===== config.mk =====
export PLATFORM = sky130hd
export DESIGN_NAME = cart_bus_arbiter
export DESIGN_NICKNAME = d
export VERILOG_FILES = /design/src/rtl/cart_bus_pkg.sv /design/src/rtl/cart_cycle_timer.sv /design/src/rtl/cart_bus_arbiter.sv
export SDC_FILE = /design/constraint.sdc
export NUM_CORES = 1
export LEC_CHECK = 0
export BUFFER_PORTS_ARGS = -buffer_cell sky130_fd_sc_hd__buf_2
export CAP_MARGIN = 20
export CORE_ASPECT_RATIO = 0.5
export CORE_MARGIN = 4
export CORE_UTILIZATION = 35
export CTS_CLUSTER_SIZE = 24
export DETAILED_ROUTE_END_ITERATION = 6
export PLACE_DENSITY = 0.7
export SLEW_MARGIN = 20
export SYNTH_ARGS = -nofsm -noshare
export SYNTH_HDL_FRONTEND = slang
export SYNTH_HIERARCHICAL = 1
export SYNTH_SLANG_ARGS = --single-unit

===== constraint.sdc =====
create_clock -name clk -period 4.35 [get_ports clk]
set_input_delay 0.2175 -clock clk [delete_from_list [all_inputs] [get_ports clk]]
set_output_delay 0.2175 -clock clk [all_outputs]
set_load 0.01 [all_outputs]

===== src/rtl/cart_bus_pkg.sv =====
// Shared types and constants for the cartridge bus arbiter.
// State encoding, chip-select region and owner codes live here.
package cart_bus_pkg;

    typedef enum logic [1:0] {
        ST_IDLE   = 2'd0,
        ST_SETUP  = 2'd1,
        ST_STROBE = 2'd2,
        ST_HOLD   = 2'd3
    } state_t;

    localparam logic [2:0] CS_REGION = 3'b101;

    localparam logic OWN_CORE = 1'b0;
    localparam logic OWN_DBG  = 1'b1;

    // Timer holds N-1, so it needs enough bits for the largest phase minus one.
    function automatic int cnt_width(input int a, input int b, input int c);
        int m;
        m = a;
        if (b > m) m = b;
        if (c > m) m = c;
        return (m <= 2) ? 1 : $clog2(m);
    endfunction

    function automatic logic is_cart_ram(input logic [15:0] addr);
        return addr[15:13] == CS_REGION;
    endfunction

endpackage


===== src/rtl/cart_cycle_timer.sv =====
// Loadable down-counter shared by the SETUP, STROBE and HOLD phases.
// done is high whenever the count has reached zero.
module cart_cycle_timer #(
    parameter int W = 2
) (
    input  logic         clk,
    input  logic         rst,
    input  logic         load,
    input  logic [W-1:0] load_val,
    output logic         done
);

    logic [W-1:0] count;

    always_ff @(posedge clk or negedge rst) begin
        if (!rst) begin
            count <= '0;
        end else if (load) begin
            count <= load_val;
        end else if (count != '0) begin
            count <= count - 1'b1;
        end
    end

    assign done = (count == '0);

endmodule


===== src/rtl/cart_bus_arbiter.sv =====
// Arbitrates the cartridge bus between the core and the debug master and
// sequences each access as SETUP -> STROBE -> HOLD.
module cart_bus_arbiter
    import cart_bus_pkg::*;
#(
    parameter int SETUP_CYCLES   = 1,
    parameter int STROBE_CYCLES  = 4,
    parameter int HOLD_CYCLES    = 1,
    parameter int MAX_CORE_BURST = 8
) (
    input  logic        clk,
    input  logic        rst,

    input  logic        core_req,
    input  logic        core_we,
    input  logic [15:0] core_addr,
    input  logic [7:0]  core_wdata,
    output logic        core_ack,
    output logic [7:0]  core_rdata,

    input  logic        dbg_req,
    input  logic        dbg_we,
    input  logic [15:0] dbg_addr,
    input  logic [7:0]  dbg_wdata,
    output logic        dbg_ack,
    output logic [7:0]  dbg_rdata,

    input  logic        halt,

    output logic [15:0] bus_a,
    output logic [7:0]  bus_dout,
    input  logic [7:0]  bus_din,
    output logic        bus_oe,
    output logic        bus_rd,
    output logic        bus_wr,
    output logic        bus_cs,
    output logic        busy,
    output logic        owner
);

    localparam int CW = cnt_width(SETUP_CYCLES, STROBE_CYCLES, HOLD_CYCLES);
    localparam int SW = $clog2(MAX_CORE_BURST + 1);

    localparam logic [CW-1:0] SETUP_LD  = CW'(SETUP_CYCLES - 1);
    localparam logic [CW-1:0] STROBE_LD = CW'(STROBE_CYCLES - 1);
    localparam logic [CW-1:0] HOLD_LD   = CW'(HOLD_CYCLES - 1);
    localparam logic [SW-1:0] STREAK_MAX = SW'(MAX_CORE_BURST);

    state_t        state;
    logic          we_q;
    logic [SW-1:0] streak;

    logic          core_elig;
    logic          dbg_elig;
    logic          streak_full;
    logic          pick_dbg;
    logic          grant;
    logic [15:0]   g_addr;
    logic [7:0]    g_wdata;
    logic          g_we;

    logic          tmr_load;
    logic [CW-1:0] tmr_val;
    logic          tmr_done;

    assign core_elig   = core_req & ~halt;
    assign dbg_elig    = dbg_req;
    assign streak_full = (streak == STREAK_MAX);
    assign pick_dbg    = dbg_elig & (~core_elig | streak_full);

    // The cycle carrying an ack never grants, so a requester can drop req.
    assign grant = (state == ST_IDLE)
                 & ~(core_ack | dbg_ack)
                 & (core_elig | dbg_elig);

    assign g_addr  = pick_dbg ? dbg_addr  : core_addr;
    assign g_wdata = pick_dbg ? dbg_wdata : core_wdata;
    assign g_we    = pick_dbg ? dbg_we    : core_we;

    assign busy = (state != ST_IDLE);

    always_comb begin
        tmr_load = 1'b0;
        tmr_val  = '0;
        unique case (state)
            ST_IDLE: begin
                if (grant) begin
                    tmr_load = 1'b1;
                    tmr_val  = SETUP_LD;
                end
            end
            ST_SETUP: begin
                if (tmr_done) begin
                    tmr_load = 1'b1;
                    tmr_val  = STROBE_LD;
                end
            end
            ST_STROBE: begin
                if (tmr_done) begin
                    tmr_load = 1'b1;
                    tmr_val  = HOLD_LD;
                end
            end
            default: begin
                tmr_load = 1'b0;
                tmr_val  = '0;
            end
        endcase
    end

    cart_cycle_timer #(
        .W(CW)
    ) u_timer (
        .clk      (clk),
        .rst      (rst),
        .load     (tmr_load),
        .load_val (tmr_val),
        .done     (tmr_done)
    );

    always_ff @(posedge clk or negedge rst) begin
        if (!rst) begin
            state      <= ST_IDLE;
            we_q       <= 1'b0;
            streak     <= '0;
            owner      <= OWN_CORE;
            bus_a      <= '0;
            bus_dout   <= '0;
            bus_oe     <= 1'b0;
            bus_rd     <= 1'b0;
            bus_wr     <= 1'b0;
            bus_cs     <= 1'b0;
            core_ack   <= 1'b0;
            dbg_ack    <= 1'b0;
            core_rdata <= '0;
            dbg_rdata  <= '0;
        end else begin
            core_ack <= 1'b0;
            dbg_ack  <= 1'b0;
            unique case (state)
                ST_IDLE: begin
                    if (!dbg_req) begin
                        streak <= '0;
                    end
                    if (grant) begin
                        state    <= ST_SETUP;
                        owner    <= pick_dbg ? OWN_DBG : OWN_CORE;
                        we_q     <= g_we;
                        bus_a    <= g_addr;
                        bus_dout <= g_wdata;
                        bus_cs   <= is_cart_ram(g_addr);
                        bus_oe   <= g_we;
                        if (pick_dbg) begin
                            streak <= '0;
                        end else if (dbg_req && !streak_full) begin
                            streak <= streak + 1'b1;
                        end
                    end
                end
                ST_SETUP: begin
                    if (tmr_done) begin
                        state  <= ST_STROBE;
                        bus_rd <= ~we_q;
                        bus_wr <= we_q;
                    end
                end
                ST_STROBE: begin
                    if (tmr_done) begin
                        state  <= ST_HOLD;
                        bus_rd <= 1'b0;
                        bus_wr <= 1'b0;
                        if (!we_q) begin
                            if (owner == OWN_DBG) begin
                                dbg_rdata <= bus_din;
                            end else begin
                                core_rdata <= bus_din;
                            end
                        end
                    end
                end
                ST_HOLD: begin
                    if (tmr_done) begin
                        state  <= ST_IDLE;
                        bus_cs <= 1'b0;
                        bus_oe <= 1'b0;
                        if (owner == OWN_DBG) begin
                            dbg_ack <= 1'b1;
                        end else begin
                            core_ack <= 1'b1;
                        end
                    end
                end
                default: begin
                    state <= ST_IDLE;
                end
            endcase
        end
    end

endmodule


==> results.yml, run 1 <==
run_status:
  outcome: "finished clean"
layout:
  final_cell_count_no_fill: 447
  flow.area_growth_from_synthesis_pct: 29.6
  antenna_cells_inserted: 0
  fillers: 704
  layout.core_utilization_pct: 46.8
  finish.net_count: 422
  layout-drive-gt1-share_pct: 39.6
sta:
  rsz_0062_raised_after_global_routing: "no"
  tightest_slew_ps: 1070
  finalSetupViolCount: 0
  period_minus_slack_ps: 2510
  max_freq_mhz: 399
  min_period_over_period_pct: 57.7
  finalSetupTns_ps: 0
  final_hold_viol_count: 0
  maxSlewViolCount: 0
  max-slew-margin-rel_pct: 28.5
  final.setup_skew_ps: 3.86
  setup_slack_ps: 1840
global_routing:
  globalRouteOverflowTotal: 0
  global_route_wire_length_before_repair_um: 9510
  grt_pass1_vias: 2103
  grt_start_max_net_pins: 57
  grt_util_all_layers_pct: 12.9
  antenna_violations_before_repair: 0
logic_synthesis:
  synthTopCellsByCount: "sky130_fd_sc_hd__dfrtp_1, sky130_fd_sc_hd__nand2_1, sky130_fd_sc_hd__o21ai_0"
  post_synth_net_total: 313
  synth_area_per_cell_um2: 11.0
  synth-warning-count: 6
  synth_top_area_cell: "sky130_fd_sc_hd__dfrtp_1"
  yosysUniqueCellTypes: 33
  postSynthRegisterBits: 56
  combined_area_of_all_synthesized_cells_um2: 2650
  netlist.area_leader.share_pct: 53.0
  synthCells: 241
  synthMostInstantiatedCell: "sky130_fd_sc_hd__dfrtp_1"
  synth_top_cells_by_area: "sky130_fd_sc_hd__dfrtp_1, sky130_fd_sc_hd__mux2i_1, sky130_fd_sc_hd__mux2_2"
  synth-edff-count: 0
  postSynth.asyncResetShare_pct: 100
  ys_dominant_reg_cell: "sky130_fd_sc_hd__dfrtp_1"
  synth-seq-area-share_pct: 53.0
setup_path:
  cp_data_required_time_ps: 4530
  worstSetupEndpointType: "register"
  cp_cell_sequence: "inv_1 > ha_1 > or3b_4 > o21bai_4 > a21oi_1 > or2b_1 > o31a_1"
  worst-path-max-fanout: 53
  reg2reg_setup_slack_ps: 1840
  cp.depth: 7
  setup.worst_path.class: "reg -> reg"
  worst-path-buf-inv: 1
  path_delay_family: "compound AO/OA/AOI/OAI gates"
  crit_path_end: "u_timer/count[1]$_DFFE_PN0P_"
  cp.arrival_ps: 2690
  cp-startpoint: "state[0]$_DFFE_PN0P_"
  max_stage_delay_ps: 430
  critical_path.reg2reg.endpoint: "u_timer/count[1]$_DFFE_PN0P_"
  worst_setup_path_start_kind: "register"
  worst-r2r-cell-count: 7
  rr_startpoint: "state[0]$_DFFE_PN0P_"
  slowest_stage: "sky130_fd_sc_hd__or3b_4"
clock_network:
  post_cts.repair.setup_buffers: 0
  clock_path_buffers: 2
  h-tree-depth: 2
  resized_cells_post_cts: 0
  clk_root_buf: "sky130_fd_sc_hd__clkbuf_16"
  clock_sink_count: 56
  tritoncts_clock_tree: "done"
  clk-insertion-delay-late_ps: 290
  numCtsBuffers: 5
  cts_hold_fix_bufs: 0
  cts.clk_slew.worst_paths_ps: 70
routing:
  detailedRoute.firstIterationViolations: 77
  antenna_violating_nets_post_route: 0
  routedWlPerCell_um: 12.7
  routed_wirelength_um: 5670
  detailroute.via_count: 2066
  post-route-drc-count: 0
  first_drt_pass_iteration_count: 4
  routed_via_density: 4.62
flow_run:
  timing.max_cap.violations: 0
placed_design:
  dpl_cells: 439
  globalplace.congestion: 0.773
  place.port_buffers: 110
  place_hpwl_um: 4270
  dpl_worst_slack_ps: 1870
floorplan:
  die-width_um: 131
  die_height_um: 69.5
  die_area_um2: 9100
  ioPinCount: 111
  core_um2: 7320
  initial_utilization_pct: 36.1
  floorplan.rows: 22
power:
  power_leakage_nw: 1.81
  power_per_cell_area_nw_per_um2: 651
  vdd_ir_drop_max_uv: 216
min_path:
  worst_hold_path_type: "in -> async"
where the power goes:
part	switching, mW	leakage [nW]	total, mW	internal, mW
logic	0.508	1.05	0.938	0.430
clock network	0.181	0.0681	0.396	0.216
registers	0.137	0.692	0.898	0.761
total	0.826	1.81	2.23	1.41
cells in the final DEF, fill, tap and decap left out, types with 3 or more instances in the layout:
cell	instances
sky130_fd_sc_hd__nand2b_1	3
sky130_fd_sc_hd__o21ai_0	32
sky130_fd_sc_hd__mux2i_1	27
sky130_fd_sc_hd__dfrtp_1	56
sky130_fd_sc_hd__nand2_1	36
sky130_fd_sc_hd__o22ai_1	4
sky130_fd_sc_hd__inv_1	14
sky130_fd_sc_hd__a22oi_1	3
sky130_fd_sc_hd__buf_2	110
sky130_fd_sc_hd__nor2_1	7
sky130_fd_sc_hd__clkbuf_16	5
sky130_fd_sc_hd__mux2_2	17
sky130_fd_sc_hd__ha_1	9
layer usage:
metal / track usage, % / part of all wire, %
met1: 16.1 / 44
met2: 22.1 / 50
met3: 3.00 / 4.4
met4: 3.88 / 1.1
met5: 0 / 0
how the worst min path moves through the flow:
stage	from	end	slack (ps)	depth (start not counted)
final	rst	dbg_rdata[1]$_DFFE_PN0P_	60	2
after CTS	rst	dbg_rdata[7]$_DFFE_PN0P_	90	2
after floorplan	rst	bus_a[0]$_DFFE_PN0P_	-80	0
after global placement	rst	core_rdata[1]$_DFFE_PN0P_	400	2
after detailed placement	rst	core_rdata[5]$_DFFE_PN0P_	400	2
after global routing	rst	core_rdata[3]$_DFFE_PN0P_	140	2
stage by stage:
step	hold slack [ps]	power, mW	area, µm²
floorplan	-78.1	1.50	2650
CTS	90.4	2.27	3430
global route	141	2.43	3430
global placement	397	1.84	3290
detailed placement	402	1.86	3290
finish	59.9	2.23	3430
registers in the layout, summed over array words and instances, names as in the netlist, 2 cells and up:
name and flops:
u_timer/count 2, dbg_rdata 8, bus_dout 8, bus_a 16, state 2, streak 4, core_rdata 8
layout make-up:
| cell class | count | area [µm²] | share of cell area, % |
|---|---|---|---|
| flip-flops and latches | 56 | 1400 | 40.9 |
| multi-input cells | 162 | 1150 | 33.7 |
| clock buffers | 7 | 133 | 3.87 |
| clock inverters | 1 | 8.76 | 0.256 |
| well taps | 96 | 120 | 3.50 |
| repair buffers | 111 | 558 | 16.3 |
| inverters | 14 | 52.6 | 1.53 |
kinds of logic (layout without fill, tap and decap cells):
logic type / Yosys count / after routing / share of synthesized area [%]
XOR/XNOR: 2 / 2 / 0.662
flip-flops: 56 / 56 / 53.0
multiplexers: 44 / 44 / 17.5
adder cells (fa/ha/maj): 9 / 9 / 4.26
AO/OA/AOI/OAI: 46 / 46 / 9.84
AND/OR/NAND/NOR: 61 / 61 / 11.0
buffers and inverters: 23 / 133 / 3.83
Power figures use the tool's default switching activity.
==> run 2: changes to the inputs <==
--- a/config.mk
+++ b/config.mk
@@ -12,7 +12,7 @@
 export CORE_UTILIZATION = 35
 export CTS_CLUSTER_SIZE = 24
 export DETAILED_ROUTE_END_ITERATION = 6
-export PLACE_DENSITY = 0.7
+export PLACE_DENSITY = 0.72
 export SLEW_MARGIN = 20
 export SYNTH_ARGS = -nofsm -noshare
 export SYNTH_HDL_FRONTEND = slang
==> constraint.sdc (replaced) <==
create_clock -name clk -period 2.15 [get_ports clk]
set_input_delay 0.1075 -clock clk [delete_from_list [all_inputs] [get_ports clk]]
set_output_delay 0.1075 -clock clk [all_outputs]
set_load 0.01 [all_outputs]
==> run 2 against run 1 <==
Compared with the run above:
- count of clock-buffer cells in the layout is 2 lower
- critical endpoint is now bus_a[3]$_DFFE_PN0P_
- sequential share of layout area decreased by 1.1 points
- register-to-register slack got worse by 1600 ps
- highest routed layer unchanged
- clock skew grew 1.1 ps
- clock power grew 130%
- critical path depth did not move
- total power is 110% higher
- via count grew 2.2%
- global-route usage grew 0.43 points
- combinational power up 110%
- non-clock buffer count up 8
- fmax is 29% higher
==> results.yml, run 2 (synthesis results as in run 1) <==
run_status:
  outcome: "finished clean"
placed_design:
  dpl_cells: 446
  place_hpwl_um: 4530
  place.port_buffers: 110
  globalplace.congestion: 0.770
floorplan:
  floorplan.rows: 22
  die_height_um: 69.5
  initial_utilization_pct: 36.1
  die_area_um2: 9100
  core_um2: 7320
  ioPinCount: 111
  die-width_um: 131
global_routing:
  antenna_violations_before_repair: 0
  globalRouteOverflowTotal: 0
  grt_start_max_net_pins: 52
  grt_util_all_layers_pct: 13.3
  global_route_wire_length_before_repair_um: 9740
  grt_pass1_vias: 2034
sta:
  finalSetupTns_ps: 0
  final_hold_viol_count: 0
  maxSlewViolCount: 0
  rsz_0062_raised_after_global_routing: "no"
  final.setup_skew_ps: 4.92
  tightest_slew_ps: 649
  min_period_over_period_pct: 90.5
  max_freq_mhz: 514
  finalSetupViolCount: 0
  period_minus_slack_ps: 1950
  max-slew-margin-rel_pct: 56.7
setup_path:
  cp.arrival_ps: 2090
  critical_path.reg2reg.endpoint: "bus_a[3]$_DFFE_PN0P_"
  cp.depth: 7
  cp_cell_sequence: "inv_1 > ha_1 > or3b_4 > o21bai_4 > buf_4 > nand2_1 > o21ai_0"
  reg2reg_setup_slack_ps: 200
  max_stage_delay_ps: 410
  cp_data_required_time_ps: 2300
  rr_startpoint: "state[0]$_DFFE_PN0P_"
  path_delay_family: "simple AND/OR/NAND/NOR gates"
  worst-path-buf-inv: 2
  worst_setup_path_start_kind: "register"
  worst-path-max-fanout: 51
  setup.worst_path.class: "reg -> reg"
  worstSetupEndpointType: "register"
  worst-r2r-cell-count: 7
  slowest_stage: "sky130_fd_sc_hd__dfrtp_1"
layout:
  fillers: 709
  most_frequent_standard_cell_in_the_layout_excluding_fill_and_tap_cells: "sky130_fd_sc_hd__buf_2"
  largest_reg_flops: 16
  layout_common_cells: "sky130_fd_sc_hd__buf_2, sky130_fd_sc_hd__dfrtp_1, sky130_fd_sc_hd__nand2_1"
  layout-drive-gt1-share_pct: 41.5
  finish.net_count: 430
  layout.core_utilization_pct: 48.1
  antenna_cells_inserted: 0
  flow.area_growth_from_synthesis_pct: 33.1
  final_cell_count_no_fill: 455
  largest_register_by_flop_count: "bus_a"
min_path:
  hold-path-endpoint: "dbg_rdata[0]$_DFFE_PN0P_"
  worst_hold_path_type: "in -> reg"
  worst_hold_path.num_cells: 2
  min-delay-start: "bus_din[0]"
routing:
  detailedRoute.firstIterationViolations: 66
  antenna_violating_nets_post_route: 0
  routed_wirelength_um: 5830
  detailroute.via_count: 2111
  routedWlPerCell_um: 12.8
  first_drt_pass_iteration_count: 4
  routed_via_density: 4.64
  post-route-drc-count: 0
clock_network:
  cts.clk_slew.worst_paths_ps: 70
  numCtsBuffers: 5
  clk-insertion-delay-late_ps: 290
  clk_root_buf: "sky130_fd_sc_hd__clkbuf_16"
  tritoncts_clock_tree: "done"
  clock_sink_count: 56
  post_cts.repair.setup_buffers: 0
  resized_cells_post_cts: 0
  h-tree-depth: 2
  cts_hold_fix_bufs: 1
  clock_path_buffers: 2
power:
  power.combinational.fraction_pct: 41.8
  p_sw_share_pct: 36.2
  clockPowerShare_pct: 19.6
  cell_internal_pwr_mw: 2.99
  power_leakage_nw: 1.86
  netSwitchingPower_mw: 1.70
  power_per_cell_area_nw_per_um2: 1330
  p_seq_share_pct: 38.6
  vdd_ir_drop_max_uv: 502
flow_run:
  timing.max_cap.violations: 0
-- run 2: cell count changes in the layout (fill, tap and decap cells not counted), sizes merged --
cell         previous run  this run
bufinv                  0         1
clkbuf                  7         5
buf                   111       118
dlygate4sd3             0         1
clkinvlp                0         1
-- run 2: stage by stage --
stage | worst slack, ps | area, µm² | power [mW] | hold slack (ps)
2_1_floorplan | 43.8 | 2650 | 3.04 | -188
3_3_place_gp | 268 | 3340 | 3.77 | 170
3_5_place_dp | 202 | 3340 | 3.82 | 177
4_1_cts | 187 | 3520 | 4.77 | 52.2
5_1_grt | 66.5 | 3520 | 5.08 | 62.6
6_report | 203 | 3520 | 4.69 | 58.4
-- run 2: layout make-up --
cell class	instances	area, µm²	share of cell area, %
Tap cell	96	120	3.41
Clock buffer	5	125	3.55
Multi-Input combinational cell	162	1160	32.9
Sequential cell	56	1400	39.8
Timing Repair Buffer	119	621	17.6
Clock inverter	3	42.5	1.21
Inverter	14	52.6	1.49
-- run 2: power by group through the flow --
stage / clock [mW] / combinational (mW) / sequential (mW)
global placement: 0 / 1.95 / 1.82
global route: 1.00 / 2.20 / 1.88
detailed placement: 0 / 2.00 / 1.83
CTS: 0.953 / 2.00 / 1.81
floorplan: 0 / 1.02 / 2.02
finish: 0.921 / 1.96 / 1.81
-- run 2: metal layers --
metal	part of all wire, %	global-route usage (%)
met1	44	16.6
met2	51	23.1
met3	3.8	2.38
met4	1.4	4.45
met5	0	0
-- run 2: how the worst max path moves through the flow --
stage                               from                           end  slack, ps
floorplan           state[0]$_DFFE_PN0P_  u_timer/count[1]$_DFFE_PN0P_         40
global placement    state[0]$_DFFE_PN0P_  u_timer/count[1]$_DFFE_PN0P_        270
detailed placement  state[0]$_DFFE_PN0P_          bus_a[3]$_DFFE_PN0P_        200
CTS                 state[0]$_DFFE_PN0P_          bus_a[3]$_DFFE_PN0P_        190
global route        state[0]$_DFFE_PN0P_       bus_dout[4]$_DFFE_PN0P_         70
finish              state[0]$_DFFE_PN0P_          bus_a[3]$_DFFE_PN0P_        200
